[src/rtl/instr_fetch_unit_if.sv]
// Fetch-stage bus: instruction-memory req/ack channel, decoded IR fields and
// controller retire/next-PC inputs. master = fetch unit, slave = memory/controller.
interface instr_fetch_unit_if;
  logic        mem_req;
  logic [31:0] mem_addr;
  logic        mem_ack;
  logic [31:0] mem_rdata;
  logic        instr_valid;
  logic [5:0]  opcode;
  logic [4:0]  rs;
  logic [4:0]  rt;
  logic [4:0]  rd;
  logic [5:0]  funct;
  logic [15:0] imm16;
  logic [25:0] target;
  logic [31:0] pc;
  logic [31:0] pc_plus4;
  logic        instr_done;
  logic        jump;
  logic        jr;
  logic        beq;
  logic        bne;
  logic [31:0] jr_addr;
  logic        zero;
  logic        align_fault;

  modport master (
    output mem_req, mem_addr, instr_valid, opcode, rs, rt, rd, funct,
           imm16, target, pc, pc_plus4, align_fault,
    input  mem_ack, mem_rdata, instr_done, jump, jr, beq, bne, jr_addr, zero
  );

  modport slave (
    input  mem_req, mem_addr, instr_valid, opcode, rs, rt, rd, funct,
           imm16, target, pc, pc_plus4, align_fault,
    output mem_ack, mem_rdata, instr_done, jump, jr, beq, bne, jr_addr, zero
  );
endinterface

[src/rtl/instr_fetch_unit.sv]
// Multicycle fetch stage: owns the PC, fetches over req/ack and holds the IR
// until retirement. Optional misaligned-next-PC trap under FETCH_ALIGN_CHECK_EN.
module instr_fetch_unit #(
    parameter logic [31:0] RESET_PC = 32'h0000_0000
) (
    input  logic                    clk,
    input  logic                    rst_n,
    instr_fetch_unit_if.master      bus,
    output logic [1:0]              o_dbg_state
);

    localparam logic [1:0] S_IDLE  = 2'd0;
    localparam logic [1:0] S_FETCH = 2'd1;
    localparam logic [1:0] S_HOLD  = 2'd2;
`ifdef FETCH_ALIGN_CHECK_EN
    localparam logic [1:0] S_FAULT = 2'd3;
`endif

    logic [1:0]  r_state;
    logic [31:0] r_pc;
    logic [31:0] r_ir;
    logic [31:0] w_pc_plus4;
    logic [31:0] w_br_off;
    logic        w_take_br;
    logic [31:0] w_next_pc;

    assign w_pc_plus4 = r_pc + 32'd4;
    assign w_br_off   = {{14{r_ir[15]}}, r_ir[15:0], 2'b00};
    assign w_take_br  = (bus.beq & bus.zero) | (bus.bne & ~bus.zero);

    always_comb begin
        w_next_pc = w_pc_plus4;
        if (bus.jr)
            w_next_pc = bus.jr_addr;
        else if (bus.jump)
            w_next_pc = {w_pc_plus4[31:28], r_ir[25:0], 2'b00};
        else if (w_take_br)
            w_next_pc = w_pc_plus4 + w_br_off;
    end

    // Handshake: mem_req stays high with mem_addr stable until a cycle where
    // mem_ack is also high; that edge transfers mem_rdata. Ack with req low is ignored.
    always_ff @(posedge clk or negedge rst_n) begin
        if (!rst_n) begin
            r_state <= S_IDLE;
            r_pc    <= RESET_PC;
            r_ir    <= 32'd0;
        end else begin
            case (r_state)
                S_IDLE:  r_state <= S_FETCH;
                S_FETCH: begin
                    if (bus.mem_ack) begin
                        r_ir    <= bus.mem_rdata;
                        r_state <= S_HOLD;
                    end
                end
                S_HOLD: begin
                    if (bus.instr_done) begin
                        r_pc <= w_next_pc;
`ifdef FETCH_ALIGN_CHECK_EN
                        r_state <= (w_next_pc[1:0] != 2'b00) ? S_FAULT : S_FETCH;
`else
                        r_state <= S_FETCH;
`endif
                    end
                end
`ifdef FETCH_ALIGN_CHECK_EN
                S_FAULT: r_state <= S_FAULT;
`endif
                default: r_state <= S_IDLE;
            endcase
        end
    end

    assign bus.mem_req     = (r_state == S_FETCH);
    assign bus.mem_addr    = r_pc;
    assign bus.instr_valid = (r_state == S_HOLD);
    assign bus.opcode      = r_ir[31:26];
    assign bus.rs          = r_ir[25:21];
    assign bus.rt          = r_ir[20:16];
    assign bus.rd          = r_ir[15:11];
    assign bus.funct       = r_ir[5:0];
    assign bus.imm16       = r_ir[15:0];
    assign bus.target      = r_ir[25:0];
    assign bus.pc          = r_pc;
    assign bus.pc_plus4    = w_pc_plus4;
`ifdef FETCH_ALIGN_CHECK_EN
    assign bus.align_fault = (r_state == S_FAULT);
`else
    assign bus.align_fault = 1'b0;
`endif
    assign o_dbg_state     = r_state;

endmodule

[src/flat_wrapper.sv]
// flat-port wrapper written by rule: the top's interface ports become plain ports
module instr_fetch_unit_flat 
#(
    parameter logic [31:0] RESET_PC = 32'h0000_0000
)
  (clk, rst_n, o_dbg_state, bus_mem_req, bus_mem_addr, bus_instr_valid, bus_opcode, bus_rs, bus_rt, bus_rd, bus_funct, bus_imm16, bus_target, bus_pc, bus_pc_plus4, bus_align_fault, bus_mem_ack, bus_mem_rdata, bus_instr_done, bus_jump, bus_jr, bus_beq, bus_bne, bus_jr_addr, bus_zero);
  instr_fetch_unit_if bus_i ();
  input  logic clk;
  input  logic rst_n;
  output logic [1:0] o_dbg_state;
  output wire logic [$bits(bus_i.mem_req)-1:0] bus_mem_req;
  output wire logic [$bits(bus_i.mem_addr)-1:0] bus_mem_addr;
  output wire logic [$bits(bus_i.instr_valid)-1:0] bus_instr_valid;
  output wire logic [$bits(bus_i.opcode)-1:0] bus_opcode;
  output wire logic [$bits(bus_i.rs)-1:0] bus_rs;
  output wire logic [$bits(bus_i.rt)-1:0] bus_rt;
  output wire logic [$bits(bus_i.rd)-1:0] bus_rd;
  output wire logic [$bits(bus_i.funct)-1:0] bus_funct;
  output wire logic [$bits(bus_i.imm16)-1:0] bus_imm16;
  output wire logic [$bits(bus_i.target)-1:0] bus_target;
  output wire logic [$bits(bus_i.pc)-1:0] bus_pc;
  output wire logic [$bits(bus_i.pc_plus4)-1:0] bus_pc_plus4;
  output wire logic [$bits(bus_i.align_fault)-1:0] bus_align_fault;
  input wire logic [$bits(bus_i.mem_ack)-1:0] bus_mem_ack;
  input wire logic [$bits(bus_i.mem_rdata)-1:0] bus_mem_rdata;
  input wire logic [$bits(bus_i.instr_done)-1:0] bus_instr_done;
  input wire logic [$bits(bus_i.jump)-1:0] bus_jump;
  input wire logic [$bits(bus_i.jr)-1:0] bus_jr;
  input wire logic [$bits(bus_i.beq)-1:0] bus_beq;
  input wire logic [$bits(bus_i.bne)-1:0] bus_bne;
  input wire logic [$bits(bus_i.jr_addr)-1:0] bus_jr_addr;
  input wire logic [$bits(bus_i.zero)-1:0] bus_zero;
  assign bus_mem_req = bus_i.mem_req;
  assign bus_mem_addr = bus_i.mem_addr;
  assign bus_instr_valid = bus_i.instr_valid;
  assign bus_opcode = bus_i.opcode;
  assign bus_rs = bus_i.rs;
  assign bus_rt = bus_i.rt;
  assign bus_rd = bus_i.rd;
  assign bus_funct = bus_i.funct;
  assign bus_imm16 = bus_i.imm16;
  assign bus_target = bus_i.target;
  assign bus_pc = bus_i.pc;
  assign bus_pc_plus4 = bus_i.pc_plus4;
  assign bus_align_fault = bus_i.align_fault;
  assign bus_i.mem_ack = bus_mem_ack;
  assign bus_i.mem_rdata = bus_mem_rdata;
  assign bus_i.instr_done = bus_instr_done;
  assign bus_i.jump = bus_jump;
  assign bus_i.jr = bus_jr;
  assign bus_i.beq = bus_beq;
  assign bus_i.bne = bus_bne;
  assign bus_i.jr_addr = bus_jr_addr;
  assign bus_i.zero = bus_zero;
  instr_fetch_unit #(.RESET_PC(RESET_PC)) u_core (.clk(clk), .rst_n(rst_n), .bus(bus_i), .o_dbg_state(o_dbg_state));
endmodule
[config.mk]
export PLATFORM = sky130hd
export DESIGN_NAME = instr_fetch_unit_flat
export DESIGN_NICKNAME = d
export VERILOG_FILES = /design/src/rtl/instr_fetch_unit_if.sv /design/src/rtl/instr_fetch_unit.sv /design/src/flat_wrapper.sv
export SDC_FILE = /design/constraint.sdc
export NUM_CORES = 1
export LEC_CHECK = 0
export ABC_AREA = 1
export BUFFER_PORTS_ARGS = -buffer_cell sky130_fd_sc_hd__buf_2
export CORE_MARGIN = 2
export CORE_UTILIZATION = 45
export CTS_CLUSTER_SIZE = 40
export DETAILED_ROUTE_END_ITERATION = 10
export HOLD_SLACK_MARGIN = 0.1
export PLACE_DENSITY = 0.73
export SYNTH_ARGS = -nofsm -noshare
export SYNTH_HDL_FRONTEND = slang
export SYNTH_SLANG_ARGS = --single-unit
[constraint.sdc]
create_clock -name clk -period 5.1 [get_ports clk]
set_input_delay 0.51 -clock clk [delete_from_list [all_inputs] [get_ports clk]]
set_output_delay 0.51 -clock clk [all_outputs]
set_load 0.005 [all_outputs]
# Word-level counts from Yosys, hierarchy flattened
# Cells that the tools add are included.
[word_totals]
register_bits = 66
[op_classes]
bitwise_logic = 4
eq_ne = 4
mux = 6
addsub = 2
reduce_logical = 4
[ops]
columns = ["op", "n"]
rows = [
  ["32-bit two-way mux", 3],
  ["32-bit by 3-bit adder with 32-bit output (second input constant)", 1],
  ["32-bit adder", 1],
  ["2-bit one-hot mux with 3 select lines", 1],
  ["2-bit AND reduction", 3],
  ["2-bit two-way mux", 2],
  ["2-bit by 1-bit != test with 1-bit output (second input constant)", 2],
  ["1-bit bitwise AND", 2],
  ["2-bit by 1-bit == test with 1-bit output (second input constant)", 1],
  ["2-bit == test (second input constant)", 1],
  ["2-bit logical NOT", 1],
  ["1-bit NOT", 1],
  ["1-bit bitwise OR", 1],
]

# Depth between registers and ports, before layout
[logic_depth]
ltp_word = 6
depth_mapped = 25

# Worst setup path after synthesis
# No wires, ideal clock.
[synth_timing]
kind = "register -> register"
startpoint = "register u_core.r_pc[2], in the netlist u_core.bus.mem_addr[2]"
endpoint = "register u_core.r_pc[17], in the netlist u_core.bus.mem_addr[17]"
t_required_ns = 4.977
path_slack_ns = 2.348
synth_period_minus_slack_ns = 2.752
stages_incl_launch_ff = 20
arrival_ns = 2.629
path_cell_list = "dfrtp_1 ha_1 nand3_2 inv_2 nand2_2 nor2_4 inv_2 nor2_2 xor2_1 ha_1 nand2_1 inv_1 a21oi_1 o21ai_0 a21oi_1 nand2_1 nand2_1 nor2_1 o21ai_0 nand2_1"
[synth_via]
elab_chain_len = 5
[synth_lines]
columns = ["item", "line_no", "text"]
rows = [
  ["start: declaration", "instr_fetch_unit.sv:20", "logic [31:0] r_pc;"],
  ["start signal: assignment", "instr_fetch_unit.sv:59", "r_pc <= w_next_pc;"],
  ["32-bit by 3-bit adder with 32-bit output", "instr_fetch_unit.sv:27", "assign w_pc_plus4 = r_pc + 32'd4;"],
  ["via bus_pc_plus4[16]", "flat_wrapper.sv:22", "output wire logic [$bits(bus_i.pc_plus4)-1:0] bus_pc_plus4;"],
  ["32-bit adder", "instr_fetch_unit.sv:38", "w_next_pc = w_pc_plus4 + w_br_off;"],
  ["32-bit two-way mux", "instr_fetch_unit.sv:37", "else if (w_take_br)"],
  ["32-bit two-way mux", "instr_fetch_unit.sv:35", "else if (bus.jump)"],
  ["32-bit two-way mux", "instr_fetch_unit.sv:33", "if (bus.jr)"],
]
# The timed path passes the listed nets, and every way through them passes these cells.
# A chain may end at the register's enable or synchronous reset.

# Final worst setup path
[layout_timing]
startpoint = "register u_core.r_pc[2], in the netlist u_core.bus.mem_addr[2]"
endpoint = "register u_core.r_pc[30], in the netlist u_core.bus.mem_addr[30]"
[layout_via]
elab_chain_len = 5
[layout_lines]
columns = ["item", "line_no"]
rows = [
  ["32-bit by 3-bit adder with 32-bit output *", "instr_fetch_unit.sv:27"],
  ["32-bit adder", "instr_fetch_unit.sv:38"],
  ["32-bit two-way mux", "instr_fetch_unit.sv:37"],
  ["32-bit two-way mux *", "instr_fetch_unit.sv:35"],
  ["32-bit two-way mux *", "instr_fetch_unit.sv:33"],
]
# Every way passes the cells marked *; elsewhere a longest branch is shown, timed or not.

==> results_dict.tcl <==
set metrics [dict create \
    worst_setup_path_start_kind "register" \
    cts_max_level 3 \
    fin_nets 1352 \
    run_status "finished clean" \
    clkSinkCount 66 \
    timing.hold.worst.class "input port to register" \
    top_cells_by_area_in_the_synthesized_netlist "dfrtp_1 24%, nand2_1 19%, buf_4 7.9%" \
    first_global_vias 6883 \
    hold_buffers 0 \
    cp_data_arrival_time_ps 3890 \
    grt_setup_unrepaired "false" \
    fmaxAchievable_ghz 0.273 \
    synth.top_cell.area_share 0.241 \
    hold_viol 0 \
    core.rowCount 45 \
    period_utilization_post_route 0.718 \
    synth_ff_type "dfrtp_1" \
    post_synth_inst_count 1077 \
    slew_headroom 0.223 \
    yosys.cell_types.count 41 \
    p_leak_nw 4.58 \
    antenna_cells_inserted 0 \
    pwr-share-comb 0.671 \
    synth_area_um2 6860 \
    setup-tns-final_ps 0 \
    seq_power_share 0.206 \
    via_count_of_the_routed_design 7630 \
    post_drt_via_cell_ratio 5.32 \
    globalplace.congestion 0.984 \
    drt_iter0_markers 670 \
    crit-reg2reg-capture "u_core.bus.mem_addr[30]" \
    total_power_w 0.00601 \
    maximum_number_of_pins_on_one_net_before_global_route_repair 67 \
    synth.ff_latch_count 66 \
    width_of_the_die_um 127 \
    post_synth_edffs 0 \
    worst-path-max-fanout 7 \
    yosysWarnings 0 \
    dp_hpwl_mm 19.9 \
    antenna_found_initial 1 \
    drt_wl_total_mm 25.0 \
    worst_setup_path_startpoint "u_core.bus.mem_addr[2]" \
    slew_at_the_pin_with_the_worst_max_slew_slack_ps 1160 \
    post_cts_repair_setup_buffers 0 \
    vdd_drop_max_uv 293 \
    die_h_um 127 \
    critical_path.reg2reg.startpoint "u_core.bus.mem_addr[2]" \
    reg2reg_setup_slack_ps 1440 \
    area_growth_syn_to_layout_pct 17.5 \
    final_period_minus_worst_setup_slack_ps 3660 \
    die_area_um2 16200 \
    core_region_area_um2 15000 \
    drv_cap 0 \
    worst_ep_required_time_ps 5330 \
    clock_skew_ps 8.91 \
    globalRoute.totalOverflow 0 \
    design.portCount 243 \
    tritoncts "yes" \
    clock_path_buffers 2 \
    min-delay-start "bus_mem_ack" \
    switching_share 0.532 \
    port_buffers 241 \
    synth-async-reset-ratio 1.00 \
    power_dens_cells_nw_per_um2 746 \
    drive_gt1_frac 0.253 \
    clkPwrFrac 0.123 \
    synth_commonest_cells "339 x nand2_1, 141 x inv_1, 109 x nor2_1" \
    synth.most_common_cell "nand2_1" \
    route.detailed.drc 0 \
    power.internal_w 0.00281 \
    grt_usage 0.307 \
    cts.reportedPaths.clkPinSlew_ps 60 \
    synth_area_leader_cell "dfrtp_1" \
    critical_path.endpoint_type "register" \
    ff2ff_path_depth 23 \
    switching_power_w 0.00319 \
    routedWlPerCell_um 17.4 \
    critical_path_class "register to register" \
    setup_viol 0 \
    finalMaxSlewViolations 0 \
    worstSkewPairLatency_ps 340 \
    cell_chosen_for_the_clock_root "clkbuf_16" \
    grt_pass1_wl_mm 38.5 \
    synthesis.area_per_instance_um2 6.37 \
    cts_made_buffers 9 \
    setup.worst_path.end "u_core.bus.mem_addr[30]" \
    floorplan.initialDensity 0.456 \
    syn_nets 1187 \
    post_cts_resize_count 0 \
    synth_sequential_area_ratio 0.241 \
    first_pass_iters 5 \
    antenna_violation_net_count_after_detailed_routing 0 \
]
## kinds of logic after synthesis
family | count (synthesis) | synth area share
other | 1 | 0.000547
AO/OA/AOI/OAI | 121 | 0.102
XOR/XNOR | 19 | 0.0243
adder cells (fa/ha/maj) | 37 | 0.0686
flip-flops | 66 | 0.241
buffers and inverters | 235 | 0.169
AND/OR/NAND/NOR | 568 | 0.345
multiplexers | 30 | 0.0493
## sequential cells by signal (all words and copies together) (netlist names)
register and count:
u_core.r_ir 32, u_core.o_dbg_state 2, u_core.bus.mem_addr 32
## power groups by stage
stage | Sequential [W] | Clock, W | Combinational, W
4_1_cts | 0.00122 | 0.000742 | 0.00397
3_3_place_gp | 0.00122 | 0 | 0.00393
5_1_grt | 0.00128 | 0.000769 | 0.00451
6_report | 0.00124 | 0.000741 | 0.00403
2_1_floorplan | 0.00112 | 0 | 0.00287
3_5_place_dp | 0.00123 | 0 | 0.00395
## cells in the final DEF, fill, tap and decap left out, types with 7 or more instances in the layout
cell type,n
o211ai_1,12
ha_1,36
dfrtp_1,66
xor2_1,14
nand2_1,339
clkbuf_16,9
inv_1,141
a21oi_1,54
mux2_2,30
nor2_1,109
nand2_2,7
o21ai_0,27
nand3_1,65
nand4_1,12
buf_2,241
nor3_1,12
## layout make-up
class,instances,area (um2)
Clock buffer,10,229
Fill cell,1516,6980
Tap cell,188,235
Clock inverter,6,115
Inverter,143,537
Timing Repair Buffer,246,1240
Multi-Input combinational cell,776,4050
Sequential cell,66,1650
## worst min path at each step
stage,to,slack [ps],depth (start not counted)
CTS,u_core.o_dbg_state[0],360,2
global route,u_core.o_dbg_state[0],360,2
detailed placement,u_core.r_ir[30],490,1
floorplan,u_core.bus.mem_addr[0],210,0
finish,u_core.o_dbg_state[0],360,2
global placement,u_core.r_ir[31],480,1
## critical path, cell delays in order (launching register included)
cell     delay (ps)
dfrtp_1         490
ha_1            370
nand3_2         170
inv_2           160
nand2_2          90
nor2_4          140
inv_2            60
nor2_2           90
xor2_1          380
ha_1            370
nand2_1         110
inv_1            60
nand2_1          60
nand2_1          90
nand2_1         100
nand2_1         110
a21oi_1         240
nand2_1          80
nand2_1          60
nand3_1          60
nand2_1          70
nand2_1          50
nand2_1          90
nand2_1          40
## layer usage
layer,routed length (um),global-route usage,vias up,share of wire
li1,-,-,3695,-
met1,10600,0.422,3510,0.42
met2,11600,0.503,388,0.46
met3,2310,0.0549,35,0.093
met4,478,0.0724,2,0.019
met5,30,0,-,0.0012
## stage by stage
stage | util | area [um2] | setup WS (ps) | cells | hold WS (ps)
finish | 0.536 | 8060 | 1440 | 1435 | 364
global route | 0.536 | 8060 | 1100 | 1435 | 357
CTS | 0.536 | 8060 | 1470 | 1435 | 356
detailed placement | 0.513 | 7710 | 1490 | 1419 | 488
global placement | 0.513 | 7710 | 1440 | 1419 | 484
floorplan | - | 6860 | 2350 | 1077 | 214
No activity file was read; power rests on OpenSTA's default activity.
